<file path="config.mk">
export PLATFORM = sky130hd
export DESIGN_NAME = tdm_demux1x4
export DESIGN_NICKNAME = d
export VERILOG_FILES = /design/src/rtl/tdm_pkg.sv /design/src/rtl/demux1x2.sv /design/src/rtl/tdm_demux1x4.sv
export SDC_FILE = /design/constraint.sdc
export NUM_CORES = 1
export LEC_CHECK = 0
export CORE_AREA = 10 10 47 49
export CTS_BUF_LIST = sky130_fd_sc_hd__clkbuf_16
export DETAILED_ROUTE_END_ITERATION = 8
export DIE_AREA = 0 0 57 59
export PLACE_DENSITY = 0.65
export SYNTH_ARGS = -nofsm -noshare
export SYNTH_HDL_FRONTEND = slang
export SYNTH_SLANG_ARGS = --single-unit
</file>
<file path="constraint.sdc">
create_clock -name clk -period 2.4 [get_ports clk]
set_input_delay 0.72 -clock clk [delete_from_list [all_inputs] [get_ports clk]]
set_output_delay 0.72 -clock clk [all_outputs]
set_load 0.02 [all_outputs]
</file>
<file path="src/rtl/tdm_pkg.sv">
// Shared definitions for the TDM demultiplexer slice.
// Latency: n/a (types and constants only).
// Backpressure: n/a.
package tdm_pkg;

    localparam int NUM_SLOTS = 4;

    typedef logic [1:0] slot_t;

    typedef enum logic [0:0] {
        IDLE    = 1'b0,
        COLLECT = 1'b1
    } tdm_state_e;

    // Slot that follows s; wraps 3 -> 0 to line up with the next frame.
    function automatic slot_t next_slot(input slot_t s);
        return slot_t'(s + 2'd1);
    endfunction

endpackage

</file>
<file path="src/rtl/demux1x2.sv">
// 1:2 enable demultiplexer: routes en to y0 (sel=0) or y1 (sel=1).
// Latency: combinational, zero cycles.
// Backpressure: none.
// Ports: en - enable in; sel - select; y0/y1 - steered enables.
module demux1x2 (
    input  logic en,
    input  logic sel,
    output logic y0,
    output logic y1
);

    assign y0 = en & ~sel;
    assign y1 = en &  sel;

endmodule

</file>
<file path="src/rtl/tdm_demux1x4.sv">
// TDM receive demultiplexer: collects slots 0..3 into a 4-lane word, emits it atomically.
// Latency: dout/dout_valid registered at the edge sampling the slot-3 beat (visible next cycle).
// Backpressure: none; beats are accepted every cycle, gaps (din_valid=0) hold all state.
//
// Ports:
//   clk, rst_n        - clock, asynchronous active-low reset
//   din, din_valid    - slot sample and its beat qualifier
//   sof               - beat is slot 0 (only meaningful with din_valid)
//   dout, dout_valid  - last complete frame (lane k = dout[k*W +: W]) and its 1-cycle pulse
//   slot, busy        - next expected slot index, frame partially collected
//   err               - only when TDM_DEMUX_ERR_EN is defined: 1-cycle pulse after a
//                       truncated frame or a non-sof beat dropped in IDLE
module tdm_demux1x4
    import tdm_pkg::*;
#(
    parameter int W = 1
) (
    input  logic                   clk,
    input  logic                   rst_n,
    input  logic [W-1:0]           din,
    input  logic                   din_valid,
    input  logic                   sof,
    output logic [NUM_SLOTS*W-1:0] dout,
    output logic                   dout_valid,
    output slot_t                  slot,
    output logic                   busy
`ifdef TDM_DEMUX_ERR_EN
    ,
    output logic                   err
`endif
);

    tdm_state_e           state;
    logic [W-1:0]         shadow [NUM_SLOTS-1];
    logic                 wr_en;
    slot_t                wr_idx;
    logic                 en_lo;
    logic                 en_hi;
    logic [NUM_SLOTS-1:0] we;

    // A beat is written when it starts a frame (sof, any state) or continues
    // one in COLLECT. An sof beat always lands in slot 0 regardless of slot.
    assign wr_en  = din_valid & (sof | (state == COLLECT));
    assign wr_idx = sof ? slot_t'(0) : slot;

    demux1x2 u_root (.en(wr_en), .sel(wr_idx[1]), .y0(en_lo),  .y1(en_hi));
    demux1x2 u_lo   (.en(en_lo), .sel(wr_idx[0]), .y0(we[0]),  .y1(we[1]));
    demux1x2 u_hi   (.en(en_hi), .sel(wr_idx[0]), .y0(we[2]),  .y1(we[3]));

    // Slot 3 never needs storage: it goes straight into dout together with
    // the three shadowed lanes, so lanes always come from a single frame.
    always_ff @(posedge clk or negedge rst_n) begin
        if (!rst_n) begin
            for (int i = 0; i < NUM_SLOTS - 1; i++) shadow[i] <= '0;
            dout       <= '0;
            dout_valid <= 1'b0;
        end else begin
            dout_valid <= 1'b0;
            for (int i = 0; i < NUM_SLOTS - 1; i++) begin
                if (we[i]) shadow[i] <= din;
            end
            if (we[NUM_SLOTS-1]) begin
                dout       <= {din, shadow[2], shadow[1], shadow[0]};
                dout_valid <= 1'b1;
            end
        end
    end

    always_ff @(posedge clk or negedge rst_n) begin
        if (!rst_n) begin
            state <= IDLE;
            slot  <= '0;
        end else if (din_valid) begin
            if (sof) begin
                // Fresh frame, or restart discarding a partial one.
                state <= COLLECT;
                slot  <= slot_t'(1);
            end else if (state == COLLECT) begin
                slot <= next_slot(slot);
                if (slot == slot_t'(NUM_SLOTS - 1)) state <= IDLE;
            end
        end
    end

    assign busy = (state == COLLECT);

`ifdef TDM_DEMUX_ERR_EN
    always_ff @(posedge clk or negedge rst_n) begin
        if (!rst_n) begin
            err <= 1'b0;
        end else begin
            err <= din_valid & (sof ? (state == COLLECT) : (state == IDLE));
        end
    end
`endif

endmodule

</file>
# Yosys cells after proc, flatten, opt, wreduce, memory -nomap -nowiden
# Cells that the tools add are included.
# W data, S select, Z words.
[op_classes]
bitwise_logic = 10
n_reduce_logical = 2
n_mux = 7
n_eq_ne = 1
addsub = 1
[op_table]
columns = ["op", "count"]
rows = [
  ["$and A1 B1 Y1", 7],
  ["$mux W2", 3],
  ["$mux W1", 4],
  ["$add A2 B1 Y2 const B", 1],
  ["$eq A2 B2 Y1 const B", 1],
  ["$not A1 Y1", 2],
  ["$reduce_and A2 Y1", 1],
  ["$reduce_bool A2 Y1", 1],
  ["$or A1 B1 Y1", 1],
]
[totals]
wordCells = 28
output_inout_bits = 8
input_bits = 5
reg_bits = 11

# Depth between registers and ports, before layout
[logic_depth]
word_depth = 5
ltp_mapped = 4
mapped_depth_nobuf = 4

# Cells and area by module
# From an unflattened synthesis, not the netlist that was laid out.
[unflattened]
cells_unflattened = 37
hier_area_um2 = 486.7
[modules_own_cells]
columns = ["module", "cells_each", "instances", "area_per_inst_um2", "seq_area_each_um2"]
rows = [
  ["tdm_demux1x4", 31, 1, 437.9, 275.3],
  ["demux1x2", 2, 3, 16.3, 0.0],
]

# Least setup slack after synthesis
# OpenSTA, ideal clock, no wires.
[synth_path]
kind = "in2reg"
from = "input port sof"
to = "register dout[0]"
path_stages = 3
required_ps = 2275
path_slack_ps = 821
setup_ps = 125
arrival_time_ps = 1454
n_path_buf = 0
cell_sequence = "and3b_4 nand3_4 mux2_4"
[synth_via]
elab_chain_len = 4
elab_cells_between_ends = 5
classes_between = "mux (1); bitwise (4)"
[synth_rtl]
columns = ["item", "line", "rtl"]
rows = [
  ["from (decl)", "tdm_demux1x4.sv:22", "input logic sof,"],
  ["$or A1 B1 Y1", "tdm_demux1x4.sv:43", "assign wr_en = din_valid & (sof | (state == COLLECT));"],
  ["$and A1 B1 Y1", "tdm_demux1x4.sv:43", ""],
  ["$and A1 B1 Y1", "demux1x2.sv:13", "assign y1 = en & sel;"],
  ["$and A1 B1 Y1 *", "demux1x2.sv:13", ""],
  ["to (signal assigned)", "tdm_demux1x4.sv:63", "dout <= {din, shadow[2], shadow[1], shadow[0]};"],
  ["to (decl)", "tdm_demux1x4.sv:23", "output logic [NUM_SLOTS*W-1:0] dout,"],
]
# Every way passes the cells marked *; elsewhere a longest branch is shown, timed or not.
# A chain may end at the register's enable or synchronous reset.

# Final worst setup path
[layout_path]
from = "register slot[0]"
to = "output port slot[0]"
[layout_rtl]
columns = ["item", "line", "rtl"]
rows = [
  ["from (decl)", "tdm_demux1x4.sv:25", "output slot_t slot,"],
  ["from (signal assigned)", "tdm_demux1x4.sv:77", "slot <= slot_t'(1);"],
  ["from (signal assigned)", "tdm_demux1x4.sv:79", "slot <= next_slot(slot);"],
]
# No word-level cell between the ends.

==> impl_metrics.xml <==
<?xml version="1.0" encoding="UTF-8"?>
<metrics>
  <group name="cells_and_area">
    <metric name="final_nets" unit="">57</metric>
    <metric name="mostFrequentLayoutCells" unit="">sky130_fd_sc_hd__clkdlybuf4s50_1, sky130_fd_sc_hd__dfrtp_1, sky130_fd_sc_hd__mux2_4</metric>
    <metric name="layout_commonest_cell" unit="">sky130_fd_sc_hd__clkdlybuf4s50_1</metric>
    <metric name="finish.instance_area" unit="sq um">710.7</metric>
    <metric name="layout-drive-gt1-share" unit="%">26.00</metric>
    <metric name="layout-area-overhead-vs-synth" unit="%">44.53</metric>
    <metric name="non_filler_cells_final" unit="">66</metric>
    <metric name="insertedDiodeCount" unit="">0</metric>
  </group>
  <group name="setup_path">
    <metric name="startpoint" unit="">slot[0]</metric>
    <metric name="critical_path_data_arrival_time" unit="ns">1.41</metric>
    <metric name="cp_cell_sequence" unit="">clkdlybuf4s50_1</metric>
    <metric name="timing.critical_path.max_delay_family" unit="">buffers and inverters</metric>
    <metric name="worst_r2r_startpoint" unit="">busy</metric>
    <metric name="crit_fanout" unit="">7</metric>
    <metric name="critPathCaptureType" unit="">output port</metric>
    <metric name="worst_r2r_endpoint" unit="">dout[1]</metric>
    <metric name="crit_end" unit="">slot[0]</metric>
    <metric name="maximum_cell_stage_delay_along_the_critical_path" unit="ns">0.67</metric>
    <metric name="critical-path-slowest-cell" unit="">sky130_fd_sc_hd__clkdlybuf4s50_1</metric>
    <metric name="timing.reg2reg.setup_slack" unit="ns">1.14</metric>
    <metric name="worst-endpoint-required" unit="ns">1.68</metric>
    <metric name="critPathLaunchType" unit="">flip-flop</metric>
    <metric name="path_buf_inv" unit="">1</metric>
    <metric name="timing.setup.critical_path_class" unit="">flip-flop to output port</metric>
    <metric name="worst_r2r_path_cells" unit="">3</metric>
    <metric name="critical_path_cell_count" unit="">1</metric>
  </group>
  <group name="sta">
    <metric name="hold_violations" unit="">0</metric>
    <metric name="grt_setup_unrepaired" unit="">no</metric>
    <metric name="postLayoutSetupSlackWorst" unit="ns">0.2732</metric>
    <metric name="whs" unit="ns">0.5058</metric>
    <metric name="timing.final.crit_share" unit="%">88.62</metric>
    <metric name="timing.setup.tns" unit="ns">0</metric>
    <metric name="achievable-frequency" unit="GHz">0.4702</metric>
    <metric name="fin_crit" unit="ns">2.127</metric>
    <metric name="max-slew-margin-rel" unit="%">66.60</metric>
    <metric name="fin_worst_skew" unit="ns">0.003450</metric>
    <metric name="timing.final.max_slew_violations" unit="">0</metric>
    <metric name="tightest_pin_transition" unit="ns">0.4994</metric>
    <metric name="final_setup_violation_count" unit="">0</metric>
  </group>
  <group name="place">
    <metric name="portbufs" unit="">12</metric>
    <metric name="placement_stage_worst_setup_slack" unit="ns">0.2592</metric>
    <metric name="globalplace.congestion" unit="">0.7269</metric>
    <metric name="post_dp_cell_area" unit="sq um">631.9</metric>
    <metric name="placed_cells" unit="">62</metric>
  </group>
  <group name="power_and_ir_drop">
    <metric name="power_density" unit="nW/um^2">1365</metric>
    <metric name="peakVddDrop" unit="uV">554.3</metric>
    <metric name="leakagePower" unit="nW">0.3243</metric>
  </group>
  <group name="floorplan">
    <metric name="floorplan.initialDensity" unit="%">35.09</metric>
    <metric name="die_area" unit="sq um">3363</metric>
    <metric name="fp.dieH" unit="um">59</metric>
    <metric name="placeableCoreArea" unit="sq um">1401</metric>
    <metric name="dieWidth" unit="um">57</metric>
    <metric name="standard_cell_rows" unit="">14</metric>
    <metric name="num_io_pins" unit="">13</metric>
  </group>
  <group name="route">
    <metric name="routedWlPerCell" unit="um">14.56</metric>
    <metric name="ant_nets" unit="">0</metric>
    <metric name="via_per_inst" unit="">4.970</metric>
    <metric name="finalWirelength" unit="um">961</metric>
    <metric name="post-route-drc-count" unit="">0</metric>
    <metric name="vias" unit="">328</metric>
    <metric name="initialDrtViolationCount" unit="">0</metric>
    <metric name="first_pass_iters" unit="">1</metric>
  </group>
  <group name="synthesis">
    <metric name="synth_cell_type_count" unit="">16</metric>
    <metric name="sequential_to_total_area_share_from_yosys_stat" unit="%">55.98</metric>
    <metric name="cell_count_after_synthesis" unit="">34</metric>
    <metric name="yosys_warnings" unit="">0</metric>
    <metric name="mappedNetlistNets" unit="">40</metric>
    <metric name="postSynthRegisterBits" unit="">11</metric>
    <metric name="synth.top_cells.by_area" unit="">sky130_fd_sc_hd__dfrtp_1, sky130_fd_sc_hd__mux2_4, sky130_fd_sc_hd__mux2_2, sky130_fd_sc_hd__nand3_4, sky130_fd_sc_hd__and3b_4</metric>
    <metric name="syn_avg_cell_area" unit="sq um">14.46</metric>
    <metric name="synth.top_cell.area_share" unit="%">55.98</metric>
    <metric name="yosys.area.top_type" unit="">sky130_fd_sc_hd__dfrtp_1</metric>
    <metric name="area_of_the_mapped_netlist" unit="sq um">491.7</metric>
  </group>
  <group name="clock_network">
    <metric name="clockBufferDepth" unit="">2</metric>
    <metric name="clkSinkCount" unit="">11</metric>
    <metric name="post-cts-setup-buffer-count" unit="">0</metric>
    <metric name="cts-hold-fix-buffers" unit="">0</metric>
    <metric name="cts_inserted_buffers" unit="">3</metric>
    <metric name="postCtsResizedCells" unit="">0</metric>
    <metric name="clk_latency" unit="ns">0.23</metric>
    <metric name="cts_root_buf" unit="">sky130_fd_sc_hd__clkbuf_16</metric>
    <metric name="cts_max_level" unit="">1</metric>
    <metric name="tritoncts" unit="">built</metric>
    <metric name="clkTransAtPathRegs" unit="ns">0.04</metric>
  </group>
  <group name="global_route">
    <metric name="grt_first_pass_wirelength" unit="mm">1.566</metric>
    <metric name="globalRoute.totalOverflow" unit="">0</metric>
    <metric name="grt_util_all_layers" unit="%">6.116</metric>
    <metric name="first_global_vias" unit="">338</metric>
    <metric name="largest_net_degree_at_the_start_of_global_routing" unit="">12</metric>
    <metric name="grt_antenna_before_repair" unit="">0</metric>
  </group>
  <group name="min_path">
    <metric name="worstHoldPathType" unit="">flip-flop to flip-flop</metric>
  </group>
  <group name="status">
    <metric name="run_status" unit="">completed</metric>
  </group>
  <group name="job">
    <metric name="timing.max_cap.violations" unit="">0</metric>
  </group>
</metrics>
## cell type report
class | count | area [sq um]
sequential | 11 | 275.3
inverter | 2 | 7.507
clock buffer | 3 | 75.07
multi-input combinational | 21 | 209.0
fill | 129 | 690.7
timing repair buffer | 12 | 120.1
tap | 16 | 20.02
clock inverter | 1 | 3.754
## flip-flops by register name, summed over array words and instances (netlist names)
name,count
dout,4
shadow,3
slot,2
busy,1
dout_valid,1
## power breakdown
part           internal [W]  switching [W]
registers          0.000261      0.0000713
clock network      0.000218      0.0000764
logic              0.000200       0.000143
## synth_stat cells
cell type                  instances
sky130_fd_sc_hd__dfrtp_1          11
sky130_fd_sc_hd__mux2_4            4
sky130_fd_sc_hd__mux2_2            3
sky130_fd_sc_hd__inv_1             2
sky130_fd_sc_hd__nand3_1           2
sky130_fd_sc_hd__o21ai_0           2
sky130_fd_sc_hd__a22o_2            1
sky130_fd_sc_hd__and3b_4           1
sky130_fd_sc_hd__ha_1              1
sky130_fd_sc_hd__mux2i_1           1
sky130_fd_sc_hd__nand2_1           1
sky130_fd_sc_hd__nand3_4           1
sky130_fd_sc_hd__nand3b_1          1
sky130_fd_sc_hd__nor3b_1           1
sky130_fd_sc_hd__o21a_1            1
sky130_fd_sc_hd__o22ai_1           1
## layer usage
| metal | wire (um) | up-vias | track usage (%) |
|---|---|---|---|
| met1 | 452 | 161 | 6.732 |
| met5 | 0 | - | 0 |
| met3 | 81 | 2 | 3.219 |
| met4 | 12 | 0 | 4.027 |
| met2 | 414 | 10 | 8.992 |
| li1 | - | 155 | - |
## how the worst min path moves through the flow
stage	startpoint	slack, ns	end	depth (start not counted)
2_1_floorplan	rst_n	0.42	busy	0
4_1_cts	shadow[1]	0.51	shadow[1]	1
6_report	shadow[0]	0.51	shadow[0]	1
3_3_place_gp	shadow[0]	0.49	dout[2]	1
3_5_place_dp	dout[3]	0.50	dout[3]	1
5_1_grt	dout[3]	0.52	dout[3]	1
## worst reg2reg max path, stage by stage, from the launching register on
cell	delay [ns]
sky130_fd_sc_hd__dfrtp_1	0.43
sky130_fd_sc_hd__and3b_4	0.26
sky130_fd_sc_hd__nand3_4	0.13
sky130_fd_sc_hd__mux2_4	0.33
## cell families (layout without fill, tap and decap cells)
logic type	Yosys count	in the layout	synth area share [%]
flip-flops	11	11	55.98
multiplexers	8	8	21.12
AND/OR/NAND/NOR	7	7	11.96
AO/OA/AOI/OAI	5	5	6.872
buffers and inverters	2	18	1.527
adder cells (fa/ha/maj)	1	1	2.544
## per-stage QoR
step / util (%) / total power (W)
finish: 50.71 / 0.0009698
global route: 50.71 / 0.001027
CTS: 50.71 / 0.0009837
detailed placement: 45.09 / 0.0006844
global placement: 45.09 / 0.0006802
floorplan: - / 0.0005272
No activity file was read; power rests on OpenSTA's default activity.
